`config.mk`:
```
export PLATFORM = sky130hd
export DESIGN_NAME = keypad_scanner_flat
export DESIGN_NICKNAME = d
export VERILOG_FILES = /design/src/rtl/keypad_scanner_if.sv /design/src/rtl/keypad_scanner.sv /design/src/flat_wrapper.sv
export SDC_FILE = /design/constraint.sdc
export NUM_CORES = 1
export LEC_CHECK = 0
export CAP_MARGIN = 0
export CORE_MARGIN = 5
export CORE_UTILIZATION = 45
export DETAILED_ROUTE_END_ITERATION = 16
export PLACE_DENSITY = 0.76
export SYNTH_ARGS = -nofsm -noshare
export SYNTH_HDL_FRONTEND = slang
export SYNTH_SLANG_ARGS = --single-unit
```
`constraint.sdc`:
```
create_clock -name clk -period 12.4 [get_ports clk]
set_input_delay 2.48 -clock clk [delete_from_list [all_inputs] [get_ports clk]]
set_output_delay 2.48 -clock clk [all_outputs]
set_load 0.05 [all_outputs]
```
`src/rtl/keypad_scanner_if.sv`:
```
// Keypad scanner port bundle: raw button lines in, debounced key events out.
interface keypad_scanner_if;
  logic [9:0] digit_i;
  logic       open_i;
  logic       close_i;
  logic       set_i;
  logic       key_valid_o;
  logic [3:0] key_code_o;
  logic       key_is_digit_o;
  logic       key_err_o;
  logic       busy_o;

  modport master (
    output digit_i, open_i, close_i, set_i,
    input  key_valid_o, key_code_o, key_is_digit_o, key_err_o, busy_o
  );

  modport slave (
    input  digit_i, open_i, close_i, set_i,
    output key_valid_o, key_code_o, key_is_digit_o, key_err_o, busy_o
  );
endinterface

```
`src/rtl/keypad_scanner.sv`:
```
// Synchronises, debounces and single-key-filters the 13 lock keypad buttons,
// turning each clean press into one KEY_VALID (or KEY_ERR) strobe.
module keypad_scanner #(
  parameter int unsigned DEBOUNCE_CYCLES = 16
) (
  input  logic              clk,
  input  logic              rst_n,
  keypad_scanner_if.slave   kp
);

  localparam int unsigned NKEYS  = 13;
  localparam int unsigned CODE_W = 4;
  localparam int unsigned NDIGIT = 10;
  localparam int unsigned CNT_W  = (DEBOUNCE_CYCLES > 1) ? $clog2(DEBOUNCE_CYCLES) : 1;
  localparam logic [CNT_W-1:0] CNT_LAST = CNT_W'(DEBOUNCE_CYCLES - 1);

  typedef enum logic [1:0] {
    ST_IDLE,
    ST_DEB,
    ST_HELD,
    ST_REL
  } state_e;

  state_e              state_q, state_d;
  logic [NKEYS-1:0]    sync1_q, sync2_q;
  logic [NKEYS-1:0]    sample_q, sample_d;
  logic [CNT_W-1:0]    cnt_q, cnt_d;
  logic                key_valid_q, key_valid_d;
  logic                key_err_q, key_err_d;
  logic [CODE_W-1:0]   key_code_q, key_code_d;
  logic                key_is_digit_q, key_is_digit_d;
  logic                busy_q, busy_d;

  logic [NKEYS-1:0]    raw_c;
  logic [NKEYS-1:0]    s_c;
  logic                one_hot_c;
  logic [CODE_W-1:0]   key_idx_c;

  // Bit position equals key code: digits 0-9, then OPEN, CLOSE, SET.
  assign raw_c     = {kp.set_i, kp.close_i, kp.open_i, kp.digit_i};
  assign s_c       = sync2_q;
  assign one_hot_c = $onehot(sample_q);

  // Encode the captured sample; only meaningful when it is one-hot.
  always_comb begin
    key_idx_c = '0;
    for (int unsigned i = 0; i < NKEYS; i++) begin
      if (sample_q[i]) begin
        key_idx_c = CODE_W'(i);
      end
    end
  end

  always_ff @(posedge clk or negedge rst_n) begin
    if (!rst_n) begin
      state_q        <= ST_IDLE;
      sync1_q        <= '0;
      sync2_q        <= '0;
      sample_q       <= '0;
      cnt_q          <= '0;
      key_valid_q    <= 1'b0;
      key_err_q      <= 1'b0;
      key_code_q     <= '0;
      key_is_digit_q <= 1'b0;
      busy_q         <= 1'b0;
    end else begin
      state_q        <= state_d;
      sync1_q        <= raw_c;
      sync2_q        <= sync1_q;
      sample_q       <= sample_d;
      cnt_q          <= cnt_d;
      key_valid_q    <= key_valid_d;
      key_err_q      <= key_err_d;
      key_code_q     <= key_code_d;
      key_is_digit_q <= key_is_digit_d;
      busy_q         <= busy_d;
    end
  end

  // Press debounce in DEB, release debounce in REL; HELD ignores everything but all-released.
  always_comb begin
    state_d        = state_q;
    sample_d       = sample_q;
    cnt_d          = cnt_q;
    key_valid_d    = 1'b0;
    key_err_d      = 1'b0;
    key_code_d     = key_code_q;
    key_is_digit_d = key_is_digit_q;

    unique case (state_q)
      ST_IDLE: begin
        if (s_c != '0) begin
          sample_d = s_c;
          cnt_d    = '0;
          state_d  = ST_DEB;
        end
      end
      ST_DEB: begin
        if (s_c == '0) begin
          state_d = ST_IDLE;
        end else if (s_c != sample_q) begin
          sample_d = s_c;
          cnt_d    = '0;
        end else if (cnt_q == CNT_LAST) begin
          state_d = ST_HELD;
          if (one_hot_c) begin
            key_valid_d    = 1'b1;
            key_code_d     = key_idx_c;
            key_is_digit_d = (key_idx_c < CODE_W'(NDIGIT));
          end else begin
            key_err_d = 1'b1;
          end
        end else begin
          cnt_d = cnt_q + CNT_W'(1);
        end
      end
      ST_HELD: begin
        if (s_c == '0) begin
          cnt_d   = '0;
          state_d = ST_REL;
        end
      end
      ST_REL: begin
        if (s_c != '0) begin
          state_d = ST_HELD;
        end else if (cnt_q == CNT_LAST) begin
          state_d = ST_IDLE;
        end else begin
          cnt_d = cnt_q + CNT_W'(1);
        end
      end
      default: begin
        state_d = ST_IDLE;
      end
    endcase

    busy_d = (state_d != ST_IDLE);
  end

  assign kp.key_valid_o    = key_valid_q;
  assign kp.key_err_o      = key_err_q;
  assign kp.key_code_o     = key_code_q;
  assign kp.key_is_digit_o = key_is_digit_q;
  assign kp.busy_o         = busy_q;

endmodule

```
`src/flat_wrapper.sv`:
```
// flat-port wrapper written by rule: the top's interface ports become plain ports
module keypad_scanner_flat 
#(
  parameter int unsigned DEBOUNCE_CYCLES = 16
)
  (clk, rst_n, kp_digit_i, kp_open_i, kp_close_i, kp_set_i, kp_key_valid_o, kp_key_code_o, kp_key_is_digit_o, kp_key_err_o, kp_busy_o);
  keypad_scanner_if kp_i ();
  input  logic clk;
  input  logic rst_n;
  input wire logic [$bits(kp_i.digit_i)-1:0] kp_digit_i;
  input wire logic [$bits(kp_i.open_i)-1:0] kp_open_i;
  input wire logic [$bits(kp_i.close_i)-1:0] kp_close_i;
  input wire logic [$bits(kp_i.set_i)-1:0] kp_set_i;
  output wire logic [$bits(kp_i.key_valid_o)-1:0] kp_key_valid_o;
  output wire logic [$bits(kp_i.key_code_o)-1:0] kp_key_code_o;
  output wire logic [$bits(kp_i.key_is_digit_o)-1:0] kp_key_is_digit_o;
  output wire logic [$bits(kp_i.key_err_o)-1:0] kp_key_err_o;
  output wire logic [$bits(kp_i.busy_o)-1:0] kp_busy_o;
  assign kp_i.digit_i = kp_digit_i;
  assign kp_i.open_i = kp_open_i;
  assign kp_i.close_i = kp_close_i;
  assign kp_i.set_i = kp_set_i;
  assign kp_key_valid_o = kp_i.key_valid_o;
  assign kp_key_code_o = kp_i.key_code_o;
  assign kp_key_is_digit_o = kp_i.key_is_digit_o;
  assign kp_key_err_o = kp_i.key_err_o;
  assign kp_busy_o = kp_i.busy_o;
  keypad_scanner #(.DEBOUNCE_CYCLES(DEBOUNCE_CYCLES)) u_core (.clk(clk), .rst_n(rst_n), .kp(kp_i));
endmodule
```
==> qor.txt <==
Highest ir drop seen on vdd -> 0.0934 mV
Top area cells in the synthesized netlist -> sky130_fd_sc_hd__dfrtp_1 (52%), sky130_fd_sc_hd__ha_1 (6.4%), sky130_fd_sc_hd__fa_1 (6.3%)
Period Utilization, post-route -> 0.351
Syn_nets -> 243
Proportion of power drawn by the clock network -> 0.311
CTS Buffer Depth -> 2
Detailed-route via count -> 1526
Post-cts sizing count -> 0
Synthesized instance count -> 207
Synth Area in Adders -> 0.127
Worst Hold Margin -> 0.352 ns
WS Path Type -> flip-flop to flip-flop
Crit path time final -> 4.35 ns
# Max-Cap Violations -> 0
Share of power burned in combinational logic -> 0.179
Area of the die -> 0.00727 mm²
Status -> complete, no violations
Worst Skew -> 0.00681 ns
Initial antenna violation count -> 0
XOR/XNOR share of the synthesized area -> 0.0584
Dominant combinational cell family by area after synthesis -> adder cells
Source of the worst hold timing path -> u_core.sync1_q[4]
Detailed Routing Iterations Pass 1 -> 4
Antenna viol nets, final -> 0
Number of cells traversed by the worst hold path -> 0
Worst slew pin tran -> 0.745 ns
Register clock-pin slew on the reported worst setup and hold paths -> 0.09 ns
Biggest fanout along the worst timing path -> 6
# setup viols final -> 0
Routability cong. -> 0.809
Register bit total from synthesis -> 53
Net switching share of the total power -> 0.253
Switching component of the power -> 0.0918 mW
Core occupancy in the finished layout -> 0.533
Die Y -> 85.3 µm
Count of unique library cells instantiated by Yosys -> 36
Clock root buffer -> sky130_fd_sc_hd__clkbuf_8
Vias per std cell -> 5.00
DR iter-0 viols -> 69
Reg-to-reg slack, setup -> 8.05 ns
Endpoint kind of the worst setup timing path -> flip-flop
Cell type with the highest aggregate area in the netlist -> sky130_fd_sc_hd__dfrtp_1
Count of cells along the worst register-to-register path -> 12
Final Hold Viols -> 0
Cell Count Post-Placement -> 298
Critical path launch point type -> flip-flop
DR DRC count -> 0
Gr ovfl total -> 0
Number of post-CTS setup repair buffers -> 0
Cell internal power dissipation -> 0.272 mW
Number of I/O pins -> 23
Yosys warns -> 0
Worst setup margin -> 8.05 ns
Capture instance of the worst register-to-register path -> u_core.kp.key_is_digit_o
Clock tree sinks -> 53
Launch instance of the worst register-to-register path -> u_core.sample_q[3]
Nets -> 269
Data arrival time of the worst path -> 4.54 ns
Max-slew violation total from the final report -> 0
Area inside the core boundary -> 0.00551 mm²
Yosys top cell area share -> 0.520
Global-route wire length before repair -> 7.07 mm
Mean area per synthesized cell -> 12.3 µm²
Area Growth Syn to Fin -> 15.1%
HPWL reported at the end of detailed placement -> 3.06 mm
Sum of negative setup slack -> 0 ns
Proportion of synthesized area in mux cells -> 0.0795
Cell area power density -> 124 mW/mm²
Class of the worst hold path -> flip-flop to flip-flop
Maximum number of pins on one net before global-route repair -> 54
Post-placement worst setup slack -> 8.05 ns
CTS tree -> done
Part of the power in registers -> 0.510
Post-synthesis sequential area ratio -> 0.520
Average wire per standard cell -> 13.2 µm
Number of buffers inserted by port buffering -> 22
Count of standard-cell rows -> 27
Final Routed Wirelength -> 4.03 mm
Share of post-route cells with drive strength above 1 -> 0.112
Worst Hold Path EP -> u_core.s_c[4]
Simple-gate share of the synthesized area -> 0.103
Skew-Pair Late Insertion Delay -> 0.30 ns
Non-filler instance count after layout -> 305
Starting density of the core -> 0.463
Inserted Clock Buffers -> 5
Unrepaired setup endpoints after global routing -> false
Count of antenna diodes in the layout -> 0
DIE WIDTH -> 85.3 µm
Combined global-route utilization of all metal layers -> 0.121
Vias in the first global route -> 1527
Slew HR -> 0.504
Data required time at the worst endpoint -> 12.59 ns
Synthesized area -> 0.00255 mm²
Area fraction in compound gates after synthesis -> 0.0594
Leakage -> 1.32 nW
Fmax -> 230 MHz
Number of hold buffers added after CTS -> 0
Number of levels in the clock H-tree -> 2
-- registers in the layout (all words and copies together), names as in the netlist --
signal                    cells
u_core.kp.key_valid_o         1
u_core.kp.key_is_digit_o      1
u_core.s_c                   13
u_core.kp.key_err_o           1
u_core.kp.key_code_o          4
u_core.sample_q              13
u_core.cnt_q                  4
u_core.kp.busy_o              1
u_core.sync1_q               13
u_core.state_q                2
-- worst max-delay path, stage by stage (launching register included) --
cell                      delay (ns)
sky130_fd_sc_hd__dfrtp_1        0.42
sky130_fd_sc_hd__inv_1          0.08
sky130_fd_sc_hd__ha_1           0.27
sky130_fd_sc_hd__inv_1          0.05
sky130_fd_sc_hd__fa_1           0.52
sky130_fd_sc_hd__fa_1           0.45
sky130_fd_sc_hd__fa_1           0.50
sky130_fd_sc_hd__fa_1           0.48
sky130_fd_sc_hd__fa_1           0.40
sky130_fd_sc_hd__xnor2_1        0.13
sky130_fd_sc_hd__nor3b_1        0.20
sky130_fd_sc_hd__and4b_1        0.42
sky130_fd_sc_hd__mux2_4         0.33
-- synth_stat cells, drive strengths merged --
cell type and count:
o31ai 2, nand3b 1, a31oi 2, nand2 10
nor3 5, fa 8, o22a 1, o22ai 1
nand2b 3, or2 1, a21oi 9, nor2 7
o2bb2ai 4, nor2b 2, a211oi 1, a32oi 1
nor4 3, xor2 1, nand4 4, buf 4
mux2i 3, inv 27, nand3 5, mux2 14
dfrtp 53, a2111oi 1, ha 13, and4b 2
and4 1, xnor2 16, nor3b 2
-- final cells by class --
cell class	count	area, µm²
timing repair buffer	23	223
sequential	53	1330
clock inverter	2	38.8
fill	480	2570
tap	72	90.1
clock buffer	5	68.8
inverter	27	101
multi-input combinational	123	1090
-- cell usage in the layout, fill, tap and decap left out, types with 2 or more instances in the layout --
| cell type | instances |
|---|---|
| sky130_fd_sc_hd__dfrtp_1 | 53 |
| sky130_fd_sc_hd__inv_1 | 27 |
| sky130_fd_sc_hd__clkdlybuf4s50_1 | 21 |
| sky130_fd_sc_hd__xnor2_1 | 16 |
| sky130_fd_sc_hd__ha_1 | 13 |
| sky130_fd_sc_hd__nand2_1 | 10 |
| sky130_fd_sc_hd__mux2_2 | 10 |
| sky130_fd_sc_hd__a21oi_1 | 8 |
| sky130_fd_sc_hd__fa_1 | 8 |
| sky130_fd_sc_hd__nor2_1 | 7 |
| sky130_fd_sc_hd__nand3_1 | 5 |
| sky130_fd_sc_hd__nor3_1 | 5 |
| sky130_fd_sc_hd__clkbuf_8 | 5 |
| sky130_fd_sc_hd__nand4_1 | 4 |
| sky130_fd_sc_hd__o2bb2ai_1 | 4 |
| sky130_fd_sc_hd__mux2_4 | 4 |
| sky130_fd_sc_hd__nand2b_1 | 3 |
| sky130_fd_sc_hd__mux2i_1 | 3 |
| sky130_fd_sc_hd__nor2b_1 | 2 |
| sky130_fd_sc_hd__nor4_1 | 2 |
| sky130_fd_sc_hd__nor3b_1 | 2 |
| sky130_fd_sc_hd__and4b_1 | 2 |
| sky130_fd_sc_hd__o31ai_1 | 2 |
| sky130_fd_sc_hd__a31oi_1 | 2 |
-- metrics by stage --
step / cell area [µm²] / power (mW)
floorplan: 2550 / 0.235
global placement: 2830 / 0.252
detailed placement: 2830 / 0.256
CTS: 2940 / 0.368
global route: 2940 / 0.387
finish: 2940 / 0.363
-- metal layers --
layer / track usage / up-vias / part of all wire
met5: 0 / - / 0
met4: 0.0302 / 0 / 0.0099
met3: 0.0291 / 5 / 0.046
met2: 0.189 / 27 / 0.46
met1: 0.171 / 750 / 0.48
li1: - / 744 / -
-- power groups by stage --
stage | clock network, mW | logic, mW | registers [mW]
6_report | 0.113 | 0.0650 | 0.185
5_1_grt | 0.123 | 0.0771 | 0.186
4_1_cts | 0.115 | 0.0673 | 0.186
3_5_place_dp | 0 | 0.0673 | 0.189
3_3_place_gp | 0 | 0.0636 | 0.189
2_1_floorplan | 0 | 0.0482 | 0.187
-- worst max-delay path by stage --
stage | start | end | slack, ns
2_1_floorplan | u_core.sample_q[1] | u_core.kp.key_code_o[0] | 8.31
3_3_place_gp | u_core.sample_q[1] | u_core.kp.key_code_o[0] | 8.14
3_5_place_dp | u_core.sample_q[3] | u_core.kp.key_is_digit_o | 8.05
4_1_cts | u_core.sample_q[3] | u_core.kp.key_is_digit_o | 8.04
5_1_grt | u_core.sample_q[3] | u_core.kp.key_code_o[1] | 7.77
6_report | u_core.sample_q[3] | u_core.kp.key_is_digit_o | 8.05
-- cell families after synthesis --
group                      after synthesis
muxes                                   17
buffers and inverters                   31
AOI/OAI and AO/OA                       22
DFF                                     53
and+or+nand+nor                         46
adders and majority gates               21
xor gates and xnor gates                17
Power figures use the tool's default switching activity.
